--- src/rtl/hazard_ctrl.sv ---
// hazard_ctrl: pipeline hazard controller for the 5-stage MIPS core
//   in : clk, reset (sync, active-low), ID source regs/uses, EX load/dest info,
//        ex_redirect, mem_access, dmem_ready
//   out: pc_en, if2id_en, if2id_flush, id2ex_hazard, id2ex_en, ex2mem_en,
//        stall_cycles, flush_count (saturating perf counters)
module hazard_ctrl #(
  parameter int LOADUSE_CYCLES = 1,
  parameter int CNT_W = 16
) (
  input  logic             clk,
  input  logic             reset,
  input  logic [4:0]       id_rs,
  input  logic [4:0]       id_rt,
  input  logic             id_uses_rs,
  input  logic             id_uses_rt,
  input  logic             ex_memtoreg,
  input  logic             ex_regwriteen,
  input  logic [4:0]       ex_writereg,
  input  logic             ex_redirect,
  input  logic             mem_access,
  input  logic             dmem_ready,
  output logic             pc_en,
  output logic             if2id_en,
  output logic             if2id_flush,
  output logic             id2ex_hazard,
  output logic             id2ex_en,
  output logic             ex2mem_en,
  output logic [CNT_W-1:0] stall_cycles,
  output logic [CNT_W-1:0] flush_count
);
  typedef enum logic [1:0] {RUN, LDUSE, MEMWAIT} state_t;
  state_t state_q, state_d, saved_q, saved_d, eff;
  logic [3:0] cnt_q, cnt_d;
  logic [CNT_W-1:0] stall_q, stall_d, flush_q, flush_d;
  logic hit, memstall, redirect, bubble;
  always_comb begin
    hit = ex_memtoreg & ex_regwriteen & (ex_writereg != 5'd0) &
          ((id_uses_rs & (id_rs == ex_writereg)) | (id_uses_rt & (id_rt == ex_writereg)));
    memstall = mem_access & ~dmem_ready;
    // MEMWAIT behaves as the state it interrupted once the access completes
    eff = (state_q == MEMWAIT) ? saved_q : state_q;
    redirect = ~memstall & ex_redirect;
    bubble = ~memstall & ~ex_redirect & ((eff == LDUSE) | hit);
    pc_en = ~reset | ~(memstall | bubble);
    if2id_en = ~reset | ~(memstall | bubble);
    id2ex_en = ~reset | ~memstall;
    ex2mem_en = ~reset | ~memstall;
    if2id_flush = reset & redirect;
    id2ex_hazard = reset & (redirect | bubble);
    state_d = memstall ? MEMWAIT :
              redirect ? RUN :
              (eff == LDUSE) ? ((cnt_q == 4'd1) ? RUN : LDUSE) :
              (hit && LOADUSE_CYCLES > 1) ? LDUSE : RUN;
    cnt_d = memstall ? cnt_q :
            redirect ? 4'd0 :
            (eff == LDUSE) ? cnt_q - 4'd1 :
            (hit && LOADUSE_CYCLES > 1) ? 4'(LOADUSE_CYCLES - 1) : 4'd0;
    saved_d = memstall ? eff : saved_q;
    stall_d = (~pc_en & ~&stall_q) ? stall_q + 1'b1 : stall_q;
    flush_d = (if2id_flush & ~&flush_q) ? flush_q + 1'b1 : flush_q;
  end
  always_ff @(posedge clk) begin
    if (!reset) begin
      state_q <= RUN;
      saved_q <= RUN;
      cnt_q <= 4'd0;
      stall_q <= '0;
      flush_q <= '0;
    end else begin
      state_q <= state_d;
      saved_q <= saved_d;
      cnt_q <= cnt_d;
      stall_q <= stall_d;
      flush_q <= flush_d;
    end
  end
  assign stall_cycles = stall_q;
  assign flush_count = flush_q;
endmodule

--- config.mk ---
export PLATFORM = sky130hd
export DESIGN_NAME = hazard_ctrl
export DESIGN_NICKNAME = d
export VERILOG_FILES = /design/src/rtl/hazard_ctrl.sv
export SDC_FILE = /design/constraint.sdc
export NUM_CORES = 1
export LEC_CHECK = 0
export BUFFER_PORTS_ARGS = -buffer_cell sky130_fd_sc_hd__buf_2
export CAP_MARGIN = 15
export CORE_MARGIN = 4
export CORE_UTILIZATION = 45
export CTS_CLUSTER_DIAMETER = 30
export DETAILED_ROUTE_END_ITERATION = 10
export PLACE_DENSITY = 0.71
export SYNTH_ARGS = -nofsm -noshare
export SYNTH_HDL_FRONTEND = slang
export SYNTH_SLANG_ARGS = --single-unit
--- constraint.sdc ---
create_clock -name clk -period 3.6 [get_ports clk]
set_clock_uncertainty 0.2 [all_clocks]
set_input_delay 0.36 -clock clk [delete_from_list [all_inputs] [get_ports clk]]
set_output_delay 0.36 -clock clk [all_outputs]
set_load 0.005 [all_outputs]
======== Word-level counts from Yosys, hierarchy flattened ========
Index checks and enable logic that the tools add are counted.
cells by class
  add/sub/neg operators ................... 3
  $mul .................................... 0
  div/mod/pow operators ................... 0
  order comparisons ....................... 0
  equal/unequal tests ..................... 5
  shift operators ......................... 0
  mux-type cells .......................... 7
  bitwise logic cells ..................... 26
  reductions and logical operators ........ 6
operators by type and width
  operator                                              number
  adder 16 x 1 -> 16 bit (second input constant)        2
  AND reduction 16 bit                                  2
  AND 1 bit                                             13
  equality test 5 bit                                   2
  two-way mux 4 bit                                     2
  NOT 1 bit                                             7
  bitwise OR 1 bit                                      6
  nonzero test 5 bit                                    1
  equality test 4 x 1 -> 1 bit (second input constant)  1
  two-way mux 2 bit                                     2
  OR reduction 4 bit                                    1
  subtractor 4 x 1 -> 4 bit (second input constant)     1
  two-way mux 1 bit                                     3
  equality test 2 x 1 -> 1 bit (second input constant)  1
  equality test 2 bit (second input constant)           1
  zero test 1 bit                                       2
word-level totals
  bits in registers ....................... 40
  latch bits .............................. 0
  RAM bits ................................ 0
  memory bits (read-only) ................. 0
  input bits .............................. 24
  output and inout port bits .............. 38
  word-level logic and storage cells ...... 53
  memories ................................ 0

======== Depth between registers and ports, before layout ========
Gate-level depths: netlist of run 1.
  depth in word-level cells ............... 11
  gate-level depth with buffers ........... 8
  mapped depth without buffers ............ 7

======== Worst setup path before layout of run 1 ========
No wires, ideal clock.
  kind .................................... input-to-output
  start ................................... input ex_writereg[1]
  end ..................................... output pc_en
  data arrival time ....................... 1537 ps
  data required time ...................... 3040 ps
  slack ................................... 1503 ps
  stages .................................. 6
  path buffers ............................ 2
  path through ............................ or4_1 nor2_1 nor4_2 a21oi_4 buf_4 buf_4
on the way
  word-level cells in the longest chain between the ends .. 9
  elaborated cells between the ends (all ways) .. 13
  those cells by class .................... eq/ne: 2; bitwise: 10; reduce/logical: 1
RTL lines
  what                  RTL line  source
  from (decl)           18        input logic [4:0] ex_writereg,
  equality test 5 bit   38        ((id_uses_rs & (id_rs == ex_writereg)) | (id_uses_rt & (id_rt == ex_writereg)));
  AND 1 bit             38
  bitwise OR 1 bit      38
  AND 1 bit (*)         37        hit = ex_memtoreg & ex_regwriteen & (ex_writereg != 5'd0) &
  bitwise OR 1 bit (*)  43        bubble = ~memstall & ~ex_redirect & ((eff == LDUSE) | hit);
  AND 1 bit (*)         43
  bitwise OR 1 bit (*)  -
  NOT 1 bit (*)         -
  bitwise OR 1 bit (*)  -
  to (decl)             22        output logic pc_en,
Mark *: on every way between the ends. The rest lies on a longest branch, timed or not.

======== Worst setup path after layout of run 1 ========
  start ................................... input ex_writereg[1]
  end ..................................... output if2id_en
on the way
  word-level cells in the longest chain between the ends .. 9
  elaborated cells between the ends (all ways) .. 13
  those cells by class .................... eq/ne: 2; bitwise: 10; reduce/logical: 1
RTL lines
  what                  RTL line  source
  equality test 5 bit   38
  AND 1 bit             38
  bitwise OR 1 bit      38
  AND 1 bit (*)         37
  bitwise OR 1 bit (*)  43
  AND 1 bit (*)         43
  bitwise OR 1 bit (*)  45        if2id_en = ~reset | ~(memstall | bubble);
  NOT 1 bit (*)         45
  bitwise OR 1 bit (*)  45
  to (decl)             23        output logic if2id_en,
Marked as above.

==> flow_summary.json, run 1 <==
{
  "holdCritStartpoint": "dmem_ready",
  "antenna_found_initial": 0,
  "grt_usage": 0.173,
  "maxSlewViolCount": 0,
  "cts_setup_buffers": 0,
  "dr.pass1.iters": 5,
  "synthArstFlopShare": 0,
  "cts_buffers": 5,
  "cts.path.max_buffers": 2,
  "io_pins": 62,
  "fmax_ghz": 0.392,
  "synthCells": 241,
  "max-cap-violations": 0,
  "via_per_inst": 5.66,
  "dpl_cell_area_um2": 2390,
  "cp_common_cell": "buf_2",
  "syn2layout_area_growth_pct": 18.8,
  "setup_tns_ns": 0,
  "first_global_vias": 1733,
  "grt_max_degree": 29,
  "ys_ff_latch": 40,
  "hold_violations": 0,
  "power.density_nw_per_um2": 319,
  "cp_slowest_stage_delay_ns": 0.53,
  "nNetsFinal": 327,
  "synth_edf_count": 0,
  "critPathCaptureType": "output port",
  "fill_cells": 424,
  "crit_family": "simple AND/OR/NAND/NOR gates",
  "gp_congestion": 0.776,
  "die_x_um": 75.9,
  "syn-num-nets": 269,
  "avgSynthCellArea_um2": 8.61,
  "initial_utilization": 0.470,
  "clock-root-buffer": "clkbuf_8",
  "cp-startpoint": "ex_writereg[1]",
  "hp-class": "input pin to flip-flop",
  "slowest_stage": "a21oi_4",
  "cts_tree": "yes",
  "rsz0062_at_grt": "no",
  "ant_nets": 0,
  "portBuffers": 61,
  "yosysUniqueCellTypes": 40,
  "fp.dieArea_um2": 5760,
  "max-vdd-ir-drop_mv": 0.220,
  "worstReg2RegStart": "stall_cycles[0]",
  "ff2ff_setup_slack_ns": 1.12,
  "fin_area_um2": 2460,
  "whs_ns": 0.210,
  "rows": 24,
  "grt_pass1_wl_mm": 7.86,
  "wire_per_inst_um": 13.4,
  "drt_iter0_drc": 95,
  "yosysTopAreaCell": "dfxtp_1",
  "synth.cell_area_um2": 2070,
  "crit_fanout": 28,
  "layout_setup_ws_ns": 1.05,
  "cts_hold_buf": 0,
  "yosys-top-cells-area": "dfxtp_1 (39%), xnor2_1 (5.5%), nand2_1 (4.3%)",
  "ys_warn_count": 0,
  "max_slew_margin": 0.455,
  "fin_util": 0.558,
  "core_um2": 4410,
  "post-route-period-util": 0.709,
  "tightest_slew_ns": 0.817,
  "num_vias": 1986,
  "cts_resized": 0,
  "min_period_ns": 2.55,
  "synth.yosys.seq_area_share": 0.386,
  "clock_sinks": 40,
  "p_leak_nw": 0.985,
  "routed_wl_mm": 4.72,
  "place_ws_ns": 1.04,
  "fin_cells": 351,
  "start_kind": "input pin",
  "outcome": "finished, final reports clean",
  "cts_max_level": 2,
  "setup-violations-final": 0,
  "die_height_um": 75.9,
  "diodes": 0,
  "cp.required_ns": 3.04,
  "power_mw": 0.787,
  "place_inst": 344,
  "crit_buf_inv": 2,
  "drive_gt1_frac": 0.244,
  "path_cells": "buf_2, or4_1, nor2_1, nor4_2, a21oi_4, buf_2",
  "dpl.hpwl_mm": 3.41,
  "yosys.area.top_type_share": 0.386,
  "cp.arrival_ns": 1.99,
  "overflow": 0,
  "ys.flop_type": "dfxtp_1",
  "crit_type": "input pin to output port",
  "drc": 0,
  "insertion_delay_ns": 0.28,
  "clk_pin_slew_worst_paths_ns": 0.07
}
[cell usage in the layout, fill, tap and decap left out, types with 2 or more instances in the layout]
cell type / instances
o311ai_0: 2
o21a_1: 4
nor3_1: 5
o31ai_1: 8
dfxtp_1: 40
nor2_1: 13
xnor2_1: 13
buf_2: 61
nand2b_1: 4
nand3_1: 17
xor2_1: 4
nor3b_1: 3
mux2i_1: 7
o21ai_0: 11
o211ai_1: 3
clkbuf_8: 5
nand2_1: 24
inv_1: 9
nor4_2: 2
and4_1: 4
or3_1: 4
nand4_1: 8
a21oi_1: 14
ha_1: 4
or4_1: 6
o22ai_1: 2
o41ai_1: 2
and3_1: 7
[metal layers]
metal	track usage	wire length, um	part of all wire	vias to the layer above
li1	-	-	-	1003
met1	0.231	2270	0.48	938
met2	0.282	2190	0.46	40
met3	0.0409	227	0.048	5
met4	0.0369	36	0.0076	0
met5	0	0	0	-
[report_power, final]
group | internal (mW) | total, mW | switching (mW)
clock | 0.132 | 0.278 | 0.146
combinational | 0.0271 | 0.0607 | 0.0336
sequential | 0.445 | 0.449 | 0.00356
total | 0.604 | 0.787 | 0.183
[cells in the mapped netlist, types with 3 or more instances]
| library cell | count |
|---|---|
| o21ai_0 | 11 |
| dfxtp_1 | 40 |
| nor3_1 | 5 |
| nand3_1 | 17 |
| and4_1 | 4 |
| or3_1 | 4 |
| and3_1 | 7 |
| buf_4 | 5 |
| o21a_1 | 4 |
| ha_1 | 4 |
| or4_1 | 6 |
| nor3b_1 | 3 |
| mux2i_1 | 7 |
| xor2_1 | 4 |
| nand2b_1 | 4 |
| o31ai_1 | 8 |
| o211ai_1 | 3 |
| nor2_1 | 13 |
| a21oi_1 | 14 |
| clkbuf_1 | 4 |
| xnor2_1 | 13 |
| nand2_1 | 24 |
| inv_1 | 9 |
| nand4_1 | 8 |
[sequential cells by signal, summed over array words and instances, names as in the netlist]
| register | cells |
|---|---|
| flush_count | 16 |
| stall_cycles | 16 |
| cnt_q | 4 |
| saved_q | 2 |
| state_q | 2 |
[cells by family (layout without fill, tap and decap cells)]
family,after synthesis,count (layout),share of synthesized area
adder cells (fa/ha/maj),4,4,0.0241
buffers and inverters,19,77,0.0440
flip-flops,40,40,0.386
AND/OR/NAND/NOR,102,102,0.274
XOR/XNOR,17,17,0.0718
multiplexers,7,7,0.0338
AO/OA/AOI/OAI,52,52,0.166
[worst reg2reg max path: cells and delay by family (launching register included)]
kind                       cells  cell delay [ns]
AOI/OAI and AO/OA              1             0.15
and+or+nand+nor                4             1.50
adders and majority gates      1             0.22
DFF                            1             0.35
[final cells by class]
| cell class | count | area (um2) | share of cell area |
|---|---|---|---|
| flip-flops and latches | 40 | 801 | 0.325 |
| inverters | 9 | 33.8 | 0.0137 |
| clock inverters | 1 | 5.00 | 0.00203 |
| clock buffers | 6 | 72.6 | 0.0294 |
| repair buffers | 61 | 305 | 0.124 |
| multi-input cells | 182 | 1180 | 0.480 |
| well taps | 52 | 65.1 | 0.0264 |
[worst paths after layout]
| kind | to | cells after the start |
|---|---|---|
| worst max-delay path | if2id_en | 6 |
| worst min-delay path | saved_q[0] | 4 |
| worst max register to register | stall_cycles[15] | 6 |
| worst min register to register | saved_q[1] | 2 |
(Power assumes the default switching activity.)
==> run 2: changes to the inputs <==
--- a/config.mk
+++ b/config.mk
@@ -11,7 +11,7 @@
 export CORE_UTILIZATION = 45
 export CTS_CLUSTER_DIAMETER = 30
 export DETAILED_ROUTE_END_ITERATION = 10
-export PLACE_DENSITY = 0.71
+export PLACE_DENSITY = 0.74
 export SYNTH_ARGS = -nofsm -noshare
 export SYNTH_HDL_FRONTEND = slang
 export SYNTH_SLANG_ARGS = --single-unit
==> constraint.sdc (replaced) <==
create_clock -name clk -period 2.1 [get_ports clk]
set_clock_uncertainty 0.2 [all_clocks]
set_input_delay 0.21 -clock clk [delete_from_list [all_inputs] [get_ports clk]]
set_output_delay 0.21 -clock clk [all_outputs]
set_load 0.005 [all_outputs]
==> run 2 against run 1 <==
Total power rose by 77%. Largest cell class unchanged. Sequential cell count did not move. Sequential share of layout area down 3.9 points.
==> flow_summary.json, run 2 (synthesis results as in run 1) <==
{
  "setup-violations-final": 0,
  "layout_setup_ws_ns": 0.0416,
  "critPathCaptureType": "flip-flop",
  "clk_pin_slew_worst_paths_ns": 0.08,
  "fin_util": 0.637,
  "cts_hold_buf": 0,
  "cts_buffers": 5,
  "cts_tree": "yes",
  "drc": 0,
  "clock_sinks": 40,
  "syn2layout_area_growth_pct": 35.5,
  "wire_per_inst_um": 13.3,
  "overflow": 0,
  "holdCritStartpoint": "reset",
  "cts.path.max_buffers": 2,
  "initial_utilization": 0.470,
  "crit_family": "simple AND/OR/NAND/NOR gates",
  "switching_share": 0.244,
  "cp.arrival_ns": 2.09,
  "fmax_ghz": 0.486,
  "nNetsFinal": 359,
  "crit_fanout": 7,
  "drt_iter0_drc": 162,
  "die_x_um": 75.9,
  "die_height_um": 75.9,
  "p_leak_nw": 1.17,
  "tightest_slew_ns": 0.409,
  "crit_buf_inv": 1,
  "rows": 24,
  "fp.dieArea_um2": 5760,
  "routed_wl_mm": 5.10,
  "core_um2": 4410,
  "min_path_cells": 4,
  "internal_power_mw": 1.06,
  "path_cells": "nand4bb_1, a21oi_2, o21a_1, a21oi_4, buf_12, or4_1, a21oi_2",
  "place_inst": 371,
  "hold_violations": 0,
  "cp.required_ns": 2.13,
  "slowest_stage": "or4_1",
  "via_per_inst": 5.40,
  "dpl.hpwl_mm": 3.68,
  "cp_slowest_stage_delay_ns": 0.51,
  "cp_common_cell": "a21oi_2",
  "io_pins": 62,
  "r2r_end": "stall_cycles[10]",
  "outcome": "finished, final reports clean",
  "post-route-period-util": 0.980,
  "cts_max_level": 2,
  "worstReg2RegStart": "saved_q[1]",
  "grt_pass1_wl_mm": 7.83,
  "cp-startpoint": "saved_q[1]",
  "dr.pass1.iters": 4,
  "p_sw_mw": 0.341,
  "gp_congestion": 0.779,
  "max-vdd-ir-drop_mv": 0.346,
  "diodes": 0,
  "drive_gt1_frac": 0.360,
  "ant_nets": 0,
  "max_slew_margin": 0.725,
  "grt_max_degree": 29,
  "pwr-share-comb": 0.096,
  "mostFrequentLayoutCell": "buf_2",
  "portBuffers": 61,
  "whs_ns": 0.130,
  "power.density_nw_per_um2": 497,
  "grt_usage": 0.173,
  "final_cell_mix": "buf_2 (61), dfxtp_1 (38), buf_4 (29)",
  "start_kind": "flip-flop",
  "max-cap-violations": 0,
  "crit_type": "flip-flop to flip-flop",
  "power_mw": 1.40,
  "insertion_delay_ns": 0.29,
  "min_period_ns": 2.06,
  "reg2reg_depth": 7,
  "ff2ff_setup_slack_ns": 0.04,
  "clock-root-buffer": "clkbuf_8",
  "seqPwrFrac": 0.550,
  "antenna_found_initial": 0,
  "first_global_vias": 1815,
  "num_vias": 2069,
  "p_clk_frac": 0.354,
  "holdPathEnd": "saved_q[1]",
  "hp-class": "input pin to flip-flop",
  "fin_cells": 383,
  "place_ws_ns": -0.107,
  "maxSlewViolCount": 0,
  "rsz0062_at_grt": "yes"
}
-- run 2: metal layers --
layer	routed length, um	up-vias	GRT usage
li1	-	1064	-
met1	2420	966	0.224
met2	2450	35	0.292
met3	202	4	0.0369
met4	35	0	0.0427
met5	0	-	0
-- run 2: stage by stage --
stage               instance area (um2)  setup TNS, ns
finish                             2810              0
global route                       2810         -0.143
CTS                                2690              0
detailed placement                 2600         -0.638
global placement                   2600         -0.111
floorplan                          2070              0
-- run 2: worst max path at each step --
stage / endpoint / depth (start not counted)
after floorplan: stall_cycles[1] / 8
after global placement: stall_cycles[3] / 7
after detailed placement: stall_cycles[3] / 7
after CTS: stall_cycles[10] / 7
after global routing: stall_cycles[7] / 7
final: stall_cycles[10] / 7
-- run 2: power by group through the flow --
stage	Combinational (mW)	Sequential (mW)	Clock [mW]
floorplan	0.0618	0.786	0
global placement	0.120	0.785	0
detailed placement	0.123	0.786	0
CTS	0.123	0.768	0.509
global route	0.150	0.769	0.534
finish	0.135	0.768	0.494
-- run 2: cell type report --
cell class              instances  area [um2]
clock buffers                   5        68.8
clock inverters                 2        12.5
fillers                       394        1600
inverters                       9        33.8
multi-input cells             182        1230
flip-flops and latches         40         803
well taps                      52        65.1
repair buffers                 93         593
-- run 2: worst min-delay path: cells and delay by family --
family	cells	cell delay (ns)
AOI/OAI and AO/OA	1	0.07
and+or+nand+nor	1	0.04
buffers and inverters	2	0.25
-- run 2: what timing repair did --
action / 4_1_cts / 5_1_grt
buffers inserted: 0 / 3
gates resized for setup: 2 / 13
pin swaps: 0 / 11
endpoints found under the setup margin: 12 / 10
cloned: 0 / 2
==> run 3: changes to the inputs <==
--- a/config.mk
+++ b/config.mk
@@ -11,7 +11,8 @@
 export CORE_UTILIZATION = 45
 export CTS_CLUSTER_DIAMETER = 30
 export DETAILED_ROUTE_END_ITERATION = 10
-export PLACE_DENSITY = 0.74
+export GPL_ROUTABILITY_DRIVEN = 0
+export PLACE_DENSITY = 0.71
 export SYNTH_ARGS = -nofsm -noshare
 export SYNTH_HDL_FRONTEND = slang
 export SYNTH_SLANG_ARGS = --single-unit
==> constraint.sdc (replaced) <==
create_clock -name clk -period 1.9 [get_ports clk]
set_clock_uncertainty 0.2 [all_clocks]
set_input_delay 0.19 -clock clk [delete_from_list [all_inputs] [get_ports clk]]
set_output_delay 0.19 -clock clk [all_outputs]
set_load 0.005 [all_outputs]
==> run 3 against run 2 <==
The flow now finishes with violations (setup timing). Non-clock buffer count grew 16. Combinational power grew 36%. Clock power grew 19%. Wire length grew 25%. Cell area grew 16%. Total power grew 16%. Sequential power grew 11%. Die area is the same. Maximum frequency shrank 1.9%.
==> flow_summary.json, run 3 (synthesis results as in run 1) <==
{
  "violations": "setup timing",
  "post-route-period-util": 1.10,
  "p_leak_nw": 1.32,
  "cts_max_level": 2,
  "routed_wl_mm": 6.39,
  "reg2reg_depth": 7,
  "cp.required_ns": 1.92,
  "place_ws_ns": -0.176,
  "via_per_inst": 5.50,
  "max-cap-violations": 0,
  "diodes": 0,
  "grt_usage": 0.187,
  "wire_per_inst_um": 15.9,
  "worstSetupEndpoint": "stall_cycles[6]",
  "worstReg2RegStart": "state_q[0]",
  "first_global_vias": 1925,
  "top_layer_used": "met4",
  "overflow": 0,
  "cts_buffers": 5,
  "initial_utilization": 0.470,
  "start_kind": "flip-flop",
  "core_um2": 4410,
  "io_pins": 62,
  "cp-startpoint": "state_q[0]",
  "clock_sinks": 40,
  "rsz0062_at_grt": "yes",
  "drt_iter0_drc": 104,
  "nNetsFinal": 376,
  "fp.dieArea_um2": 5760,
  "dpl.hpwl_mm": 3.81,
  "layout_setup_ws_ns": -0.198,
  "fill_cells": 306,
  "mostFrequentLayoutCell": "buf_2",
  "grt_pass1_wl_mm": 8.47,
  "holdCritStartpoint": "dmem_ready",
  "drc": 0,
  "num_vias": 2206,
  "final_cell_mix": "buf_2 (57), buf_4 (39), dfxtp_1 (32)",
  "dr.pass1.iters": 4,
  "antenna_found_initial": 0,
  "critPathCaptureType": "flip-flop",
  "min_period_ns": 2.10,
  "insertion_delay_ns": 0.29,
  "die_x_um": 75.9,
  "clk_pin_slew_worst_paths_ns": 0.08,
  "r2r_end": "stall_cycles[6]",
  "syn2layout_area_growth_pct": 57.2,
  "die_height_um": 75.9,
  "cp.arrival_ns": 2.12,
  "drive_gt1_frac": 0.461,
  "ant_nets": 0,
  "max-vdd-ir-drop_mv": 0.556,
  "rows": 24,
  "maxSlewViolCount": 0,
  "fin_area_um2": 3260,
  "tightest_slew_ns": 0.307,
  "crit_fanout": 7,
  "clock-root-buffer": "clkbuf_8",
  "hold_violations": 0,
  "fmax_ghz": 0.477,
  "cts.path.max_buffers": 2,
  "dpl_cell_area_um2": 2690,
  "max_slew_margin": 0.794,
  "cts_tree": "yes",
  "portBuffers": 61,
  "hp-class": "input pin to flip-flop",
  "grt_max_degree": 16,
  "outcome": "complete, but fails checks",
  "setup-violations-final": 9,
  "wl_met2_mm": 3.42,
  "power.density_nw_per_um2": 497,
  "wl_met3_um": 203,
  "wl_met1_mm": 2.72,
  "crit_type": "flip-flop to flip-flop",
  "ff2ff_setup_slack_ns": -0.20
}
run 3: cell count changes in the layout (fill, tap and decap cells not counted), sizes merged:
| cell | delta |
|---|---|
| buf | +16 |
| clkinvlp | -1 |
| clkbuf | +3 |
| clkinv | -1 |
| and3 | +1 |
run 3: worst min path at each step:
stage                                  end  slack (ns)  depth (start not counted)
after floorplan           stall_cycles[13]        0.14                          2
after global placement            cnt_q[3]        0.27                          2
after detailed placement          cnt_q[3]        0.27                          2
after CTS                   flush_count[0]        0.13                          4
after global routing              cnt_q[0]        0.17                          5
final                           saved_q[0]        0.14                          5
run 3: repair_timing:
action,4_1_cts,5_1_grt
endpoints found under the setup margin,13,24
resized for setup,7,62
pin swaps,5,25
gates cloned,2,2
setup buffers,0,10
hold buffers,0,0
run 3: power by group:
part | leakage [nW] | internal [mW] | switching (mW)
Combinational | 0.952 | 0.0943 | 0.0896
Sequential | 0.327 | 0.843 | 0.00641
Clock | 0.0455 | 0.297 | 0.292
run 3: layer usage:
metal  up-vias  global-route usage
met5         -                   0
met4         0              0.0505
met3         8              0.0369
met2        45               0.325
met1      1048               0.235
li1       1105                   -
run 3: area by class of cell:
class                   instances  area, um2  area share
multi-input cells             183       1470       0.451
flip-flops and latches         40        811       0.249
repair buffers                109        790       0.242
clock buffers                   8       90.1      0.0276
well taps                      52       65.1      0.0199
inverters                       9       33.8      0.0104
run 3: critical path, cell delays in order, from the launching register on:
cell	delay (ns)
dfxtp_2	0.33
nand4bb_1	0.21
a21oi_2	0.18
o21a_1	0.17
a21oi_4	0.07
buf_12	0.16
or4_1	0.54
a21oi_1	0.17
run 3: per-stage QoR:
stage | util | cells | total power [mW] | TNS [ns] | hold slack (ns)
2_1_floorplan | - | 241 | 0.937 | 0 | 0.139
3_3_place_gp | 0.609 | 380 | 1.00 | -0.641 | 0.268
3_5_place_dp | 0.609 | 380 | 1.01 | -1.15 | 0.266
4_1_cts | 0.650 | 390 | 1.59 | -0.979 | 0.133
5_1_grt | 0.739 | 401 | 1.67 | -1.34 | 0.168
6_report | 0.739 | 401 | 1.62 | -0.755 | 0.141
